File: config.mk
export PLATFORM = sky130hd
export DESIGN_NAME = piradip_sync_fifo_v2
export DESIGN_NICKNAME = d
export VERILOG_FILES = /design/src/rtl/piradip_sync_fifo_v2.sv
export SDC_FILE = /design/constraint.sdc
export NUM_CORES = 1
export LEC_CHECK = 0
export BUFFER_PORTS_ARGS = -buffer_cell sky130_fd_sc_hd__buf_4
export CELL_PAD_IN_SITES_DETAIL_PLACEMENT = 1
export CELL_PAD_IN_SITES_GLOBAL_PLACEMENT = 2
export CORE_ASPECT_RATIO = 1.1
export CORE_UTILIZATION = 48
export DETAILED_ROUTE_END_ITERATION = 16
export HOLD_SLACK_MARGIN = 0.08
export PLACE_DENSITY = 0.83
export SETUP_SLACK_MARGIN = 0.2
export SYNTH_ARGS = -nofsm -noshare
export SYNTH_HDL_FRONTEND = slang
export SYNTH_SLANG_ARGS = --single-unit
File: constraint.sdc
create_clock -name clk -period 4.7 [get_ports clk]
set_input_delay 0 -clock clk [delete_from_list [all_inputs] [get_ports clk]]
set_output_delay 0 -clock clk [all_outputs]
set_load 0.02 [all_outputs]
File: src/rtl/piradip_sync_fifo_v2.sv
// ---------------------------------------------------------------------------
// piradip_sync_fifo_v2 -- portable single-clock FIFO (no vendor macro).
//
// Read modes (parameter FWFT):
//   0 : standard, registered read, dout/data_valid one edge after an
//       accepted read.
//   1 : first-word-fall-through, head word sits in an output stage;
//       empty = !stage valid, re pops the presented word.
//
// Ports:
//   clk, rst            rising-edge clock, synchronous active-high reset
//   we, din             write enable / data (accepted iff we && !full)
//   re                  read enable / FWFT pop (accepted iff re && !empty)
//   dout                read data
//   full, empty         status (registered)
//   almost_full/_empty  count == DEPTH-1 / count == 1
//   prog_full/_empty    count >= / <= threshold (threshold 0 disables)
//   count               words held, including the FWFT output stage
//   wr_ack              write accepted on previous edge
//   data_valid          dout holds a newly read word (FWFT: !empty)
//   overflow/underflow  write/read rejected on previous edge
//   parity_err          (PIRADIP_SYNC_FIFO_PARITY_EN only) word delivered
//                       to dout failed its even-parity check
//
// Optional feature macro: PIRADIP_SYNC_FIFO_PARITY_EN.
// With it defined, a bench may flip a bit of mem_q hierarchically to
// exercise parity_err.
// ---------------------------------------------------------------------------
module piradip_sync_fifo_v2 #(
    parameter int WIDTH             = 32,
    parameter int DEPTH             = 16,
    parameter int FWFT              = 0,
    parameter int PROG_FULL_THRESH  = 0,
    parameter int PROG_EMPTY_THRESH = 0,
    localparam int CW               = $clog2(DEPTH) + 1
) (
    input  logic             clk,
    input  logic             rst,
    input  logic             we,
    input  logic [WIDTH-1:0] din,
    input  logic             re,
    output logic [WIDTH-1:0] dout,
    output logic             full,
    output logic             empty,
    output logic             almost_full,
    output logic             almost_empty,
    output logic             prog_full,
    output logic             prog_empty,
    output logic [CW-1:0]    count,
    output logic             wr_ack,
    output logic             data_valid,
    output logic             overflow,
`ifdef PIRADIP_SYNC_FIFO_PARITY_EN
    output logic             underflow,
    output logic             parity_err
`else
    output logic             underflow
`endif
);

    localparam int AW = CW - 1;
    localparam logic [CW-1:0] DEPTH_C = CW'(DEPTH);
    localparam logic [CW-1:0] AF_C    = CW'(DEPTH - 1);
    localparam logic [CW-1:0] PF_C    = CW'(PROG_FULL_THRESH);
    localparam logic [CW-1:0] PE_C    = CW'(PROG_EMPTY_THRESH);
    localparam logic          PF_EN   = (PROG_FULL_THRESH != 0);
    localparam logic          PE_EN   = (PROG_EMPTY_THRESH != 0);

    logic [WIDTH-1:0] mem_q [DEPTH];

    logic [CW-1:0]    wr_ptr_q, wr_ptr_d;
    logic [CW-1:0]    rd_ptr_q, rd_ptr_d;
    logic [CW-1:0]    count_q, count_d;
    logic [WIDTH-1:0] dout_q, dout_d;
    logic             ov_q, ov_d;          // FWFT output stage holds a word
    logic             full_q, full_d;
    logic             empty_q, empty_d;
    logic             dv_q, dv_d;
    logic             af_q, ae_q, pf_q, pe_q;
    logic             ack_q, ovf_q, udf_q;
    logic             wr_acc, rd_acc, mem_rd;

    always_comb begin
        wr_acc   = we && !full_q;
        rd_acc   = re && !empty_q;
        count_d  = count_q + CW'(wr_acc) - CW'(rd_acc);
        wr_ptr_d = wr_ptr_q + CW'(wr_acc);
        ov_d     = ov_q;
        dout_d   = dout_q;
        if (FWFT != 0) begin
            // Refill the output stage from the array whenever the array
            // holds a word and the stage is empty or being popped.
            mem_rd = (wr_ptr_q != rd_ptr_q) && (!ov_q || rd_acc);
            if (rd_acc) ov_d = 1'b0;
            if (mem_rd) ov_d = 1'b1;
        end else begin
            mem_rd = rd_acc;
        end
        rd_ptr_d = rd_ptr_q + CW'(mem_rd);
        if (mem_rd) dout_d = mem_q[rd_ptr_q[AW-1:0]];
        if (FWFT != 0) begin
            // The output stage counts as occupancy, so full comes from count.
            full_d  = (count_d == DEPTH_C);
            empty_d = !ov_d;
            dv_d    = ov_d;
        end else begin
            full_d  = (wr_ptr_d[AW] != rd_ptr_d[AW]) &&
                      (wr_ptr_d[AW-1:0] == rd_ptr_d[AW-1:0]);
            empty_d = (wr_ptr_d == rd_ptr_d);
            dv_d    = mem_rd;
        end
    end

    always_ff @(posedge clk) begin
        if (rst) begin
            wr_ptr_q <= '0;
            rd_ptr_q <= '0;
            count_q  <= '0;
            dout_q   <= '0;
            ov_q     <= 1'b0;
            full_q   <= 1'b0;
            empty_q  <= 1'b1;
            dv_q     <= 1'b0;
            af_q     <= 1'b0;
            ae_q     <= 1'b0;
            pf_q     <= 1'b0;
            pe_q     <= PE_EN;
            ack_q    <= 1'b0;
            ovf_q    <= 1'b0;
            udf_q    <= 1'b0;
        end else begin
            wr_ptr_q <= wr_ptr_d;
            rd_ptr_q <= rd_ptr_d;
            count_q  <= count_d;
            dout_q   <= dout_d;
            ov_q     <= ov_d;
            full_q   <= full_d;
            empty_q  <= empty_d;
            dv_q     <= dv_d;
            af_q     <= (count_d == AF_C);
            ae_q     <= (count_d == CW'(1));
            pf_q     <= PF_EN && (count_d >= PF_C);
            pe_q     <= PE_EN && (count_d <= PE_C);
            ack_q    <= wr_acc;
            ovf_q    <= we && full_q;
            udf_q    <= re && empty_q;
        end
    end

    always_ff @(posedge clk) begin
        if (!rst && wr_acc) mem_q[wr_ptr_q[AW-1:0]] <= din;
    end

`ifdef PIRADIP_SYNC_FIFO_PARITY_EN
    logic par_q [DEPTH];
    logic perr_q;

    always_ff @(posedge clk) begin
        if (!rst && wr_acc) par_q[wr_ptr_q[AW-1:0]] <= ^din;
    end

    // Checked on the same read that loads dout, so the flag aligns with it.
    always_ff @(posedge clk) begin
        if (rst) perr_q <= 1'b0;
        else     perr_q <= mem_rd &&
                           ((^mem_q[rd_ptr_q[AW-1:0]]) != par_q[rd_ptr_q[AW-1:0]]);
    end

    assign parity_err = perr_q;
`endif

    assign dout         = dout_q;
    assign full         = full_q;
    assign empty        = empty_q;
    assign almost_full  = af_q;
    assign almost_empty = ae_q;
    assign prog_full    = pf_q;
    assign prog_empty   = pe_q;
    assign count        = count_q;
    assign wr_ack       = ack_q;
    assign data_valid   = dv_q;
    assign overflow     = ovf_q;
    assign underflow    = udf_q;

endmodule
# Word level (Yosys, flattened, before mapping)
# Memory sizes are Yosys's and may differ from the RTL's. A register that Yosys moved wholly into a read port is not among the register bits.
# Index checks and enable logic that the tools add are counted.
[op_classes]
div = 0
n_mux = 2
n_mul = 0
eq_ne = 5
add_sub_neg = 4
reduce_logical = 9
n_bitwise = 0
n_shift = 0
order_cmp = 0
[op_table]
columns = ["cell", "count"]
rows = [
  ["adder 5 x 1 -> 5 bit", 3],
  ["logical AND 1 bit", 6],
  ["== test 5 x 1 -> 1 bit (second input constant)", 1],
  ["== test 5 x 4 -> 1 bit (second input constant)", 1],
  ["== test 5 bit", 1],
  ["subtractor 5 x 1 -> 5 bit", 1],
  ["== test 4 bit", 1],
  ["logical NOT 1 bit", 3],
  ["2-to-1 mux 1 bit", 2],
  ["inequality test 1 bit", 1],
]
[totals]
register_bits = 23
mem_bits_ro = 0
memories = 1
latchBits = 0
out_inout_bits = 47
mem_bits_rw = 512
[mem_list]
columns = ["name", "words", "width", "read_ports", "rd_clocked_by_memory_dff", "write_ports", "line", "source"]
rows = [
  ["mem_q", 16, 32, 1, 1, 1, "69", "logic [WIDTH-1:0] mem_q [DEPTH];"],
]

# Logic depth before layout (Yosys ltp)
[logic_depth]
ltp_word = 5
ltp_mapped = 9

# Worst setup path before layout
# Ideal clock, no wire load.
[synth_timing]
path_kind = "register -> register"
from = "register full_q, in the netlist full"
to = "memory mem_q[0][0] (enable)"
path_buffers = 0
setup_time_ns = 0.461
path_slack_ns = 0.770
arrival_time_ns = 3.469
period_less_slack_ns = 3.930
required_ns = 4.239
stages_incl_launch_ff = 4
path_cell_list = "dfxtp_1 -> or3b_2 -> or3_1 -> nor3_1"
[synth_via]
elab_chain_len = 5
[synth_rtl]
columns = ["element", "line", "source"]
rows = [
  ["start: declaration", "76", "logic full_q, full_d;"],
  ["start signal: assignment", "137", "full_q <= full_d;"],
  ["logical NOT 1 bit", "84", "wr_acc = we && !full_q;"],
  ["logical AND 1 bit", "84", ""],
  ["logical AND 1 bit", "151", "if (!rst && wr_acc) mem_q[wr_ptr_q[AW-1:0]] <= din;"],
  ["2-to-1 mux 1 bit", "151", ""],
  ["2-to-1 mux 1 bit (implied by the code)", "151", ""],
  ["end: declaration", "69", ""],
]
# No other way between the ends.

# Worst setup path after layout
[layout_timing]
from = "register full_q, in the netlist full"
to = "memory mem_q[2][4] (enable)"
# The elaborated chain is that of the path after synthesis.

==> impl_metrics.tcl <==
set metrics [dict create \
    run_status "completed" \
    wl_mm 50.0 \
    worstSetupStartpoint "full" \
    grt_pass1_vias 11533 \
    drtIter0Drc 931 \
    critical_path.reg2reg.startpoint "full" \
    clk_latency_ns 0.61 \
    relSlewSlack 0.268 \
    worst-setup-path-type "reg2reg" \
    cts_buffers 56 \
    start_util 0.488 \
    ys_top_cells_by_count "edfxtp_1 (512), mux2i_1 (64), mux4_1 (62), dfxtp_1 (55), nand2_1 (37)" \
    period_minus_slack_ns 2.84 \
    seqCellArea_um2 16500 \
    drive_above_1_share 0.241 \
    finalSetupViolCount 0 \
    ys_seq_elements 567 \
    syn_inst 1050 \
    firstDrtPassIters 5 \
    top_layer_used "met5" \
    cts_buffer_depth 3 \
    globalRouteOverflowTotal 0 \
    syn_avg_cell_area_um2 20.7 \
    antenna_found_initial 1 \
    routed-wl-met3_mm 2.58 \
    cts_max_level 2 \
    utilization 0.570 \
    ys.warnings.count 0 \
    cts_setup_buffers 0 \
    cts.sinks 567 \
    fin_crit_sh 0.605 \
    vdd_ir_drop_max_uv 345 \
    grt_max_degree 50 \
    critical_path_arrival_ns 3.14 \
    grt_pass1_wl_mm 74.2 \
    met1Wirelength_mm 21.0 \
    worst_setup_path_start_kind "flop" \
    power_density_nw_per_um2 443 \
    die_area_um2 46200 \
    tightestPinTransition_ns 1.10 \
    grt_setup_unrepaired "false" \
    post_cts_resize_count 0 \
    fin_skew_ns 0.0226 \
    tns_ns 0 \
    grtUsageTotal 0.221 \
    route.met2.wl_mm 25.4 \
    via_per_inst 5.89 \
    yosysTopAreaCell "edfxtp_1" \
    yosysUniqueCellTypes 42 \
    portBuffers 80 \
    hold_buffers 37 \
    core_um2 44600 \
    max_freq_mhz 352 \
    slew_violations 0 \
    antenna_left 0 \
    min_path_type "in2reg" \
    async_flop_share 0 \
    clk_pin_slew_worst_paths_ns 0.06 \
    multi_input_area_um2 5060 \
    synth_top_cell_area_share 0.706 \
    die_h_um 225 \
    synth_area_um2 21800 \
    synth-main-ff-cell "edfxtp_1" \
    remaining_drc_errors 0 \
    fillers 3849 \
    syn_to_final_growth_pct 16.7 \
    rows 81 \
    finalHoldViolations 0 \
    chipWidth_um 205 \
    layout.nets 1236 \
    worstPathRequired_ns 4.99 \
    gp_congestion 0.747 \
    cts_root_buf "clkbuf_16" \
    synth.most_common_cell "edfxtp_1" \
    p_leak_uw 0.00834 \
    cts_tree "yes" \
    end_kind "flop" \
    io_pins 83 \
    synth-edff-count 512 \
    critPathMaxFanout 22 \
    antenna_cells 0 \
    avgRoutedWirePerCell_um 27.5 \
    hold_start "din[0]" \
    vias 10727 \
    hpwl_mm 28.1 \
    drv_cap 0 \
    synth.area.top_cells "edfxtp_1 (71%), mux4_1 (7.5%), dfxtp_1 (5.1%)" \
    ys_seq_area_frac 0.756 \
]
registers in the layout, summed over array words and instances (netlist names):
name / flops
almost_empty: 1
wr_ptr_q: 5
full: 1
overflow: 1
rd_ptr_q: 5
underflow: 1
empty: 1
mem_q: 512
almost_full: 1
count: 5
dout: 32
wr_ack: 1
data_valid: 1
worst paths after layout:
| check | slack [ns] | end | depth (start not counted) |
|---|---|---|---|
| max | 1.86 | mem_q[2][4] | 4 |
| min | 0.25 | mem_q[10][0] | 2 |
| min reg2reg | 0.51 | dout[19] | 2 |
| max reg2reg | 1.86 | mem_q[2][4] | 4 |
per-layer routing:
metal	track usage	vias up
li1	-	4650
met1	0.296	5666
met2	0.378	341
met3	0.0309	68
met4	0.0609	2
met5	0	-
power breakdown:
part	switching, uW	internal [uW]	total [uW]
registers	93.9	5580	5680
logic	509	422	931
clock network	1890	2750	4650
total	2500	8760	11300
per-stage QoR:
step | setup WS [ns] | hold slack, ns | power (uW) | instance area, um^2 | cells
floorplan | 0.770 | 0.0989 | 6350 | 21800 | 1051
global placement | 1.95 | 0.253 | 6660 | 23100 | 1678
detailed placement | 1.85 | 0.258 | 6690 | 23100 | 1678
CTS | 1.84 | 0.207 | 11300 | 25400 | 1821
global route | 1.76 | 0.249 | 11600 | 25400 | 1821
finish | 1.86 | 0.251 | 11300 | 25400 | 1821
cell families (layout without fill, tap and decap cells):
| group | after synthesis | in the layout | share of synthesized area |
|---|---|---|---|
| AO/OA/AOI/OAI | 101 | 101 | 0.0368 |
| XOR/XNOR | 17 | 17 | 0.00816 |
| adder cells (fa/ha/maj) | 8 | 8 | 0.00494 |
| buffers and inverters | 69 | 258 | 0.0173 |
| flip-flops | 567 | 567 | 0.756 |
| multiplexers | 192 | 192 | 0.156 |
| other | 1 | 2 | 0.000172 |
| AND/OR/NAND/NOR | 95 | 95 | 0.0202 |
layout make-up:
class / instances / area share
Tap cell: 581 / 0.0286
Inverter: 7 / 0.00103
Clock inverter: 30 / 0.0145
Sequential cell: 567 / 0.649
Timing Repair Buffer: 145 / 0.0474
Clock buffer: 76 / 0.0609
Multi-Input combinational cell: 415 / 0.199
layout by cell type, fill, tap and decap left out, drive strengths merged, types with 7 or more instances in the layout:
master       instances
edfxtp             512
buf                108
mux4                96
clkbuf              76
mux2i               64
dfxtp               55
nand2               37
dlygate4sd3         37
mux2                32
o21ai               32
a221oi              32
a22oi               32
nor2                24
clkinv              18
xnor2                9
bufinv               8
inv                  8
ha                   7
worst max-delay path: stages, from the launching register on:
cell     delay [ns]
dfxtp_1        0.32
or3b_2         0.53
or3_1          0.49
nor2_4         0.81
buf_4          0.37
Note: power is estimated with default switching activity, not from simulation.
